===== src/rtl/core_mem_arbiter.sv =====
// core_mem_arbiter: round-robin arbiter sharing one single-port data memory
// between NUM_CORES cores, plus the processor-level completion flag.
//
// Ports:
//   clk, rstn                 clock, synchronous active-low reset
//   core_req/we/addr/wdata    per-core request (flattened addr/wdata buses)
//   core_ack                  one-hot 1-cycle completion pulse
//   core_rdata                read data, valid with the ack of a read
//   core_done                 per-core halted flags
//   mem_en/we/addr/wdata      registered memory port command
//   mem_rdata                 memory read data (1-cycle latency)
//   proc_state                sticky: all cores done and arbiter idle
module core_mem_arbiter #(
  parameter int unsigned NUM_CORES  = 4,
  parameter int unsigned ADDR_WIDTH = 8,
  parameter int unsigned WIDTH      = 8
) (
  input  logic                            clk,
  input  logic                            rstn,
  input  logic [NUM_CORES-1:0]            core_req,
  input  logic [NUM_CORES-1:0]            core_we,
  input  logic [NUM_CORES*ADDR_WIDTH-1:0] core_addr,
  input  logic [NUM_CORES*WIDTH-1:0]      core_wdata,
  output logic [NUM_CORES-1:0]            core_ack,
  output logic [WIDTH-1:0]                core_rdata,
  input  logic [NUM_CORES-1:0]            core_done,
  output logic                            mem_en,
  output logic                            mem_we,
  output logic [ADDR_WIDTH-1:0]           mem_addr,
  output logic [WIDTH-1:0]                mem_wdata,
  input  logic [WIDTH-1:0]                mem_rdata,
  output logic                            proc_state
);

  localparam int unsigned IDX_W = (NUM_CORES > 1) ? $clog2(NUM_CORES) : 1;

  typedef enum logic [1:0] {
    IDLE   = 2'd0,
    ACCESS = 2'd1,
    RESP   = 2'd2
  } state_t;

  state_t                 state_q, state_d;
  logic [IDX_W-1:0]       ptr_q, ptr_d;
  logic [IDX_W-1:0]       win_q, win_d;
  logic                   mem_en_q, mem_en_d;
  logic                   mem_we_q, mem_we_d;
  logic [ADDR_WIDTH-1:0]  mem_addr_q, mem_addr_d;
  logic [WIDTH-1:0]       mem_wdata_q, mem_wdata_d;
  logic [NUM_CORES-1:0]   core_ack_q, core_ack_d;
  logic [WIDTH-1:0]       core_rdata_q, core_rdata_d;
  logic                   proc_state_q, proc_state_d;

  logic [NUM_CORES-1:0]   elig;
  logic                   found;
  logic [IDX_W-1:0]       win_idx;
  int unsigned            cand;

  // Round-robin search from ptr_q with wrap. A core whose ack is showing this
  // cycle may still hold req (it drops it next cycle), so it is masked out.
  always_comb begin
    elig    = core_req & ~core_ack_q;
    found   = 1'b0;
    win_idx = '0;
    cand    = 0;
    for (int unsigned k = 0; k < NUM_CORES; k++) begin
      cand = 32'(ptr_q) + k;
      if (cand >= NUM_CORES) cand = cand - NUM_CORES;
      if (!found && elig[IDX_W'(cand)]) begin
        found   = 1'b1;
        win_idx = IDX_W'(cand);
      end
    end
  end

  // Next-state and registered-output logic.
  always_comb begin
    state_d      = state_q;
    ptr_d        = ptr_q;
    win_d        = win_q;
    mem_en_d     = 1'b0;
    mem_we_d     = 1'b0;
    mem_addr_d   = mem_addr_q;
    mem_wdata_d  = mem_wdata_q;
    core_ack_d   = '0;
    core_rdata_d = core_rdata_q;
    proc_state_d = proc_state_q |
                   ((&core_done) && (state_q == IDLE) && (core_req == '0));

    unique case (state_q)
      IDLE: begin
        if (found) begin
          win_d       = win_idx;
          mem_en_d    = 1'b1;
          mem_we_d    = core_we[win_idx];
          mem_addr_d  = core_addr[32'(win_idx)*ADDR_WIDTH +: ADDR_WIDTH];
          mem_wdata_d = core_wdata[32'(win_idx)*WIDTH +: WIDTH];
          // Writes complete during ACCESS, so their ack is launched now.
          if (core_we[win_idx]) core_ack_d = NUM_CORES'(1) << win_idx;
          if (32'(win_idx) == NUM_CORES - 1) ptr_d = '0;
          else                               ptr_d = win_idx + IDX_W'(1);
          state_d = ACCESS;
        end
      end
      ACCESS: begin
        state_d = mem_we_q ? IDLE : RESP;
      end
      RESP: begin
        core_rdata_d      = mem_rdata;
        core_ack_d[win_q] = 1'b1;
        state_d           = IDLE;
      end
      default: state_d = IDLE;
    endcase
  end

  always_ff @(posedge clk) begin
    if (!rstn) begin
      state_q      <= IDLE;
      ptr_q        <= '0;
      win_q        <= '0;
      mem_en_q     <= 1'b0;
      mem_we_q     <= 1'b0;
      mem_addr_q   <= '0;
      mem_wdata_q  <= '0;
      core_ack_q   <= '0;
      core_rdata_q <= '0;
      proc_state_q <= 1'b0;
    end else begin
      state_q      <= state_d;
      ptr_q        <= ptr_d;
      win_q        <= win_d;
      mem_en_q     <= mem_en_d;
      mem_we_q     <= mem_we_d;
      mem_addr_q   <= mem_addr_d;
      mem_wdata_q  <= mem_wdata_d;
      core_ack_q   <= core_ack_d;
      core_rdata_q <= core_rdata_d;
      proc_state_q <= proc_state_d;
    end
  end

  assign core_ack   = core_ack_q;
  assign core_rdata = core_rdata_q;
  assign mem_en     = mem_en_q;
  assign mem_we     = mem_we_q;
  assign mem_addr   = mem_addr_q;
  assign mem_wdata  = mem_wdata_q;
  assign proc_state = proc_state_q;

endmodule


===== config.mk =====
export PLATFORM = sky130hd
export DESIGN_NAME = core_mem_arbiter
export DESIGN_NICKNAME = d
export VERILOG_FILES = /design/src/rtl/core_mem_arbiter.sv
export SDC_FILE = /design/constraint.sdc
export NUM_CORES = 1
export LEC_CHECK = 0
export ABC_CLOCK_PERIOD_IN_PS = 4100
export BUFFER_PORTS_ARGS = -buffer_cell sky130_fd_sc_hd__buf_2
export CAP_MARGIN = 0
export CORE_MARGIN = 10
export CORE_UTILIZATION = 28
export DETAILED_ROUTE_END_ITERATION = 8
export GPL_ROUTABILITY_DRIVEN = 0
export PLACE_DENSITY = 0.55
export SYNTH_ARGS = -nofsm -noshare
export SYNTH_HDL_FRONTEND = slang
export SYNTH_SLANG_ARGS = --single-unit
export TNS_END_PERCENT = 30

===== constraint.sdc =====
create_clock -name clk -period 4.1 [get_ports clk]
set_input_delay 0.205 -clock clk [delete_from_list [all_inputs] [get_ports clk]]
set_output_delay 0.205 -clock clk [all_outputs]
set_load 0.01 [all_outputs]

**Word level (Yosys, flattened, before mapping)**

Index checks and enable logic that the tools add are counted.
W data, S select, Z words.

- Input bits: 86
- Flip-flop bits (word level): 37
- Output and inout port bits: 31

- Magnitude comparators: 11
- Add/subtract/negate cells: 8
- Reduce and logical (&&, ||, !) cells: 15
- Eq/ne operators: 4
- Mux-type cells: 32
- Shift operators: 3
- Bitwise operators: 3

Operators with widths:

| kind | count |
|---|---|
| $shiftx A32 B6 Y8 | 2 |
| $mux W2 | 11 |
| $lt A2 B3 Y1 const B | 6 |
| $mux W1 | 11 |
| $bmux W1 S2 | 5 |
| $ge A3 B3 Y1 const B | 3 |
| $mux W4 | 2 |
| $pmux W4 S2 | 1 |
| $sub A2 B1 Y2 const B | 4 |
| $add A2 B2 Y3 const B | 2 |
| $logic_and A1 B1 Y1 | 6 |
| $and A4 B4 Y4 | 1 |
| $eq A2 B2 Y1 const B | 2 |
| $logic_not A4 Y1 | 1 |
| $not A4 Y4 | 1 |
| $pmux W2 S2 | 1 |
| $reduce_and A2 Y1 | 2 |
| $reduce_and A4 Y1 | 1 |
| $shl A1 B2 Y4 const A | 1 |
| $add A2 B1 Y3 const B | 1 |
| $ge A2 B3 Y1 const B | 1 |
| $logic_not A1 Y1 | 3 |
| $reduce_and A3 Y1 | 1 |
| $add A2 B1 Y2 const B | 1 |
| other kinds (6) | 6 |

**Longest topological paths before layout**

- Depth in word-level cells: 19
- Mapped depth: 7
- Gate-level depth less buffers: 5

**Worst setup path after synthesis**

Ideal clock, no wire load.

- Path kind: flip-flop to flip-flop
- From: register ptr_q[1]
- To: register mem_addr_q[1], in the netlist mem_addr[1]
- Data required time: 3970 ps
- Stages on the path, launching flop included: 8
- Period minus slack after synthesis: 1721 ps
- Library setup time: 130 ps
- Data arrival time: 1592 ps
- Setup slack: 2379 ps
- Cell sequence: dfxtp_1 -> buf_6 -> or3b_4 -> a21oi_2 -> nor3_2 -> buf_6 -> a222oi_1 -> a21oi_1

- Word-level cells in the longest chain between the ends: 15

RTL lines:

| element | line | source |
|---|---|---|
| from (decl) | 44 | `logic [IDX_W-1:0] ptr_q, ptr_d;` |
| from (signal assigned) | 131 | `ptr_q <= ptr_d;` |
| branches (longest 15 deep; another with $add A2 B1 Y3) | -- |  |
| to (signal assigned) | 135 | `mem_addr_q <= mem_addr_d;` |
| to (decl) | 48 | `logic [ADDR_WIDTH-1:0] mem_addr_q, mem_addr_d;` |

Parallel ways; which one is timed is not known. The select of a mux whose other input is x is not followed.
A chain may end at the register's enable or synchronous reset.

**Worst setup path in the final report**

- From: register core_ack_q[1], in the netlist core_ack[1]
- To: register mem_we_q, in the netlist mem_we

- Word-level cells in the longest chain between the ends: 16

RTL lines:

| element | line | source |
|---|---|---|
| from (decl) | 50 | `logic [NUM_CORES-1:0] core_ack_q, core_ack_d;` |
| from (signal assigned) | 137 | `core_ack_q <= core_ack_d;` |
| $not A4 Y4 (*) | 62 | `elig = core_req & ~core_ack_q;` |
| $and A4 B4 Y4 (*) | 62 |  |
| $bmux W1 S2 | 69 | `if (!found && elig[IDX_W'(cand)]) begin` |
| $mux W1 (implied by the code) | 69 |  |
| $mux W1 | 69 |  |
| $logic_not A1 Y1 | 69 |  |
| $logic_and A1 B1 Y1 | 69 |  |
| $mux W1 | 69 |  |
| $logic_not A1 Y1 | 69 |  |
| $logic_and A1 B1 Y1 | 69 |  |
| $mux W1 | 69 |  |
| $logic_not A1 Y1 | 69 |  |
| $logic_and A1 B1 Y1 | 69 |  |
| $mux W2 | 69 |  |
| $bmux W1 S2 | 95 | `mem_we_d = core_we[win_idx];` |
| $mux W1 (implied by the code) | 95 |  |
| to (signal assigned) | 134 | `mem_we_q <= mem_we_d;` |
| to (decl) | 47 | `logic mem_we_q, mem_we_d;` |

Every way passes the cells marked *; elsewhere a longest branch is shown, timed or not. The select of a mux whose other input is x is not followed.

==> impl_metrics.yaml <==
yosys:
  synth_edf_count: 0
  syn_inst: 214
  async_reset_ff_frac: 0
  synth-seq-area-share: 0.398
  ys_warn_count: 0
  ys.flop_type: "dfxtp_1"
  synth_cell_types: 42
  synth-seq-cells: 37
  syn_nets: 300
  syn_area_per_cell_sq_um: 8.69
  synth_area_sq_um: 1860
grt:
  track_usage: 0.129
  grt_max_degree: 35
  grt_antenna_before_repair: 0
  grt_pass1_wl_microns: 10800
  globalRouteOverflowTotal: 0
  grt_pass1_vias: 2182
clock_network:
  cts_tree: "yes"
  clock_sinks: 37
  htree_levels: 2
  postCtsSetupBuffers: 0
  clk_pin_slew_ns: 0.07
  cts_resized: 0
  cts_buffer_depth: 2
  holdBufCountCts: 0
  cts_inserted_buffers: 5
  root_buffer: "clkbuf_8"
  clock_latency_ns: 0.28
timing:
  finalSetupTns_ns: 0
  fin_crit_ns: 2.30
  relSlewSlack: 0.413
  rsz0062_at_grt: "no"
  worstMarginPinSlew_ns: 0.880
  fmaxAchievable_mhz: 434
  hold_viol: 0
  skew_ns: 0.00263
  period_share: 0.562
  setup_viol: 0
  slew_violations: 0
power:
  cellLeakagePower_uw: 0.00115
  vdd_drop_max_v: 0.000155
  p_per_area_nw_per_um2: 395
  finalPower_uw: 1010
critical_path:
  worstPathMaxFanout: 21
  ff2ff_path_depth: 5
  crit_required_ns: 4.27
  crit_type: "flop to flop"
  cp-startpoint: "core_ack[1]"
  cp.arrival_ns: 2.47
  endpoint_kind: "flop"
  start_kind: "flop"
  r2r-start: "core_ack[1]"
finish:
  final_nets: 409
  multiInputGateArea_sq_um: 1020
  final_cell_area_sq_um: 2560
  fill_cells: 695
  layout_common_cells: "buf_2, a21oi_1, dfxtp_1"
  mostFrequentLayoutCell: "buf_2"
  drive_gt1_frac: 0.421
  layout.cells.non_filler: 400
  syn_to_final_growth_pct: 37.5
  regArea_sq_um: 741
  num_antenna_cells: 0
route:
  wl_per_cell_microns: 16.9
  vias: 2097
  drc: 0
  drt-total-wl_microns: 6760
  viasPerCell: 5.24
  final_antenna_net_count: 0
  drt_iter0_drc: 168
  drtPass1Iterations: 8
worst_hold_path:
  hold_path_depth: 3
  hold_start: "mem_rdata[0]"
  hold_class: "primary input to flop"
outcome:
  status: "finished clean"
placed_design:
  hpwl_microns: 5220
  dp_cells: 393
  dpl_cell_area_sq_um: 2470
  io_buffers: 116
floorplanning:
  dieArea_sq_um: 10300
  die_y_microns: 102
  io_pins: 117
  dieWidth_microns: 102
  core-area_sq_um: 6390
  num_rows: 29
  initial_core_util: 0.291
run:
  max_cap_violations: 0
## critical path, stage by stage, from the launching register on
cell and delay [ns]:
dfxtp_1 0.31, nand2b_1 0.32, a41oi_2 0.83, and2_1 0.26
o41ai_1 0.14, a2111oi_1 0.34
## routing by layer
metal | GRT usage | up-vias | wire length [microns]
met4 | 0.0461 | 0 | 110
met1 | 0.150 | 968 | 2810
met3 | 0.0470 | 9 | 557
li1 | - | 1031 | -
met5 | 0 | - | 0
met2 | 0.213 | 89 | 3280
## metrics by stage
step                      utilization  worst slack (ns)  hold slack [ns]
after floorplan                     -              2.38            0.335
after global placement          0.387              1.84            0.432
after detailed placement        0.387              1.77            0.428
after CTS                       0.401              1.76            0.165
after global routing            0.401              1.62            0.171
final                           0.401              1.80            0.171
## registers in the layout (all words and copies together), names as in the netlist
signal      cells
core_rdata      8
mem_addr        8
mem_wdata       8
core_ack        4
ptr_q           2
state_q         2
win_q           2
mem_en          1
mem_we          1
proc_state      1
## power breakdown
| group | switching, uW | leakage, uW | total, uW | internal [uW] |
|---|---|---|---|---|
| clock | 118 | 0.0000443 | 252 | 133 |
| combinational | 184 | 0.000801 | 324 | 140 |
| sequential | 29.2 | 0.000305 | 434 | 405 |
## logic make-up (layout without fill, tap and decap cells)
| logic type | after synthesis | in the layout | share of synthesized area |
|---|---|---|---|
| compound gates | 101 | 101 | 0.371 |
| flops | 37 | 37 | 0.398 |
| simple gates | 55 | 55 | 0.160 |
| buf+inv | 20 | 129 | 0.0572 |
| mux | 1 | 1 | 0.0141 |
## cells in the mapped netlist, types with 2 or more instances
library cell,number,area share
a21oi_1,40,0.11
dfxtp_1,37,0.40
nand2_1,24,0.048
o21ai_0,20,0.054
a222oi_1,16,0.086
a21boi_0,9,0.036
buf_2,7,0.019
clkbuf_1,6,0.012
nand2b_1,5,0.017
nor2b_1,4,0.013
buf_6,3,0.018
inv_1,3,0.0061
nand3_1,3,0.0081
nor2_1,3,0.0061
a21boi_1,2,0.0081
and2_1,2,0.0067
nand3b_1,2,0.0081
nor3_1,2,0.0054
nor3_2,2,0.011
o21a_1,2,0.0081
## area by class of cell
type / count / share of cell area
flip-flops and latches: 37 / 0.289
well taps: 77 / 0.0377
multi-input cells: 157 / 0.399
clock buffers: 7 / 0.0337
inverters: 3 / 0.00440
repair buffers: 119 / 0.236
## path summary, 6_finish.rpt
kind         slack (ns)       endpoint
min                0.17  core_rdata[0]
min reg2reg        0.44     state_q[1]
max reg2reg        1.80         mem_we
max                1.80         mem_we
Note: power is estimated with default switching activity, not from simulation.
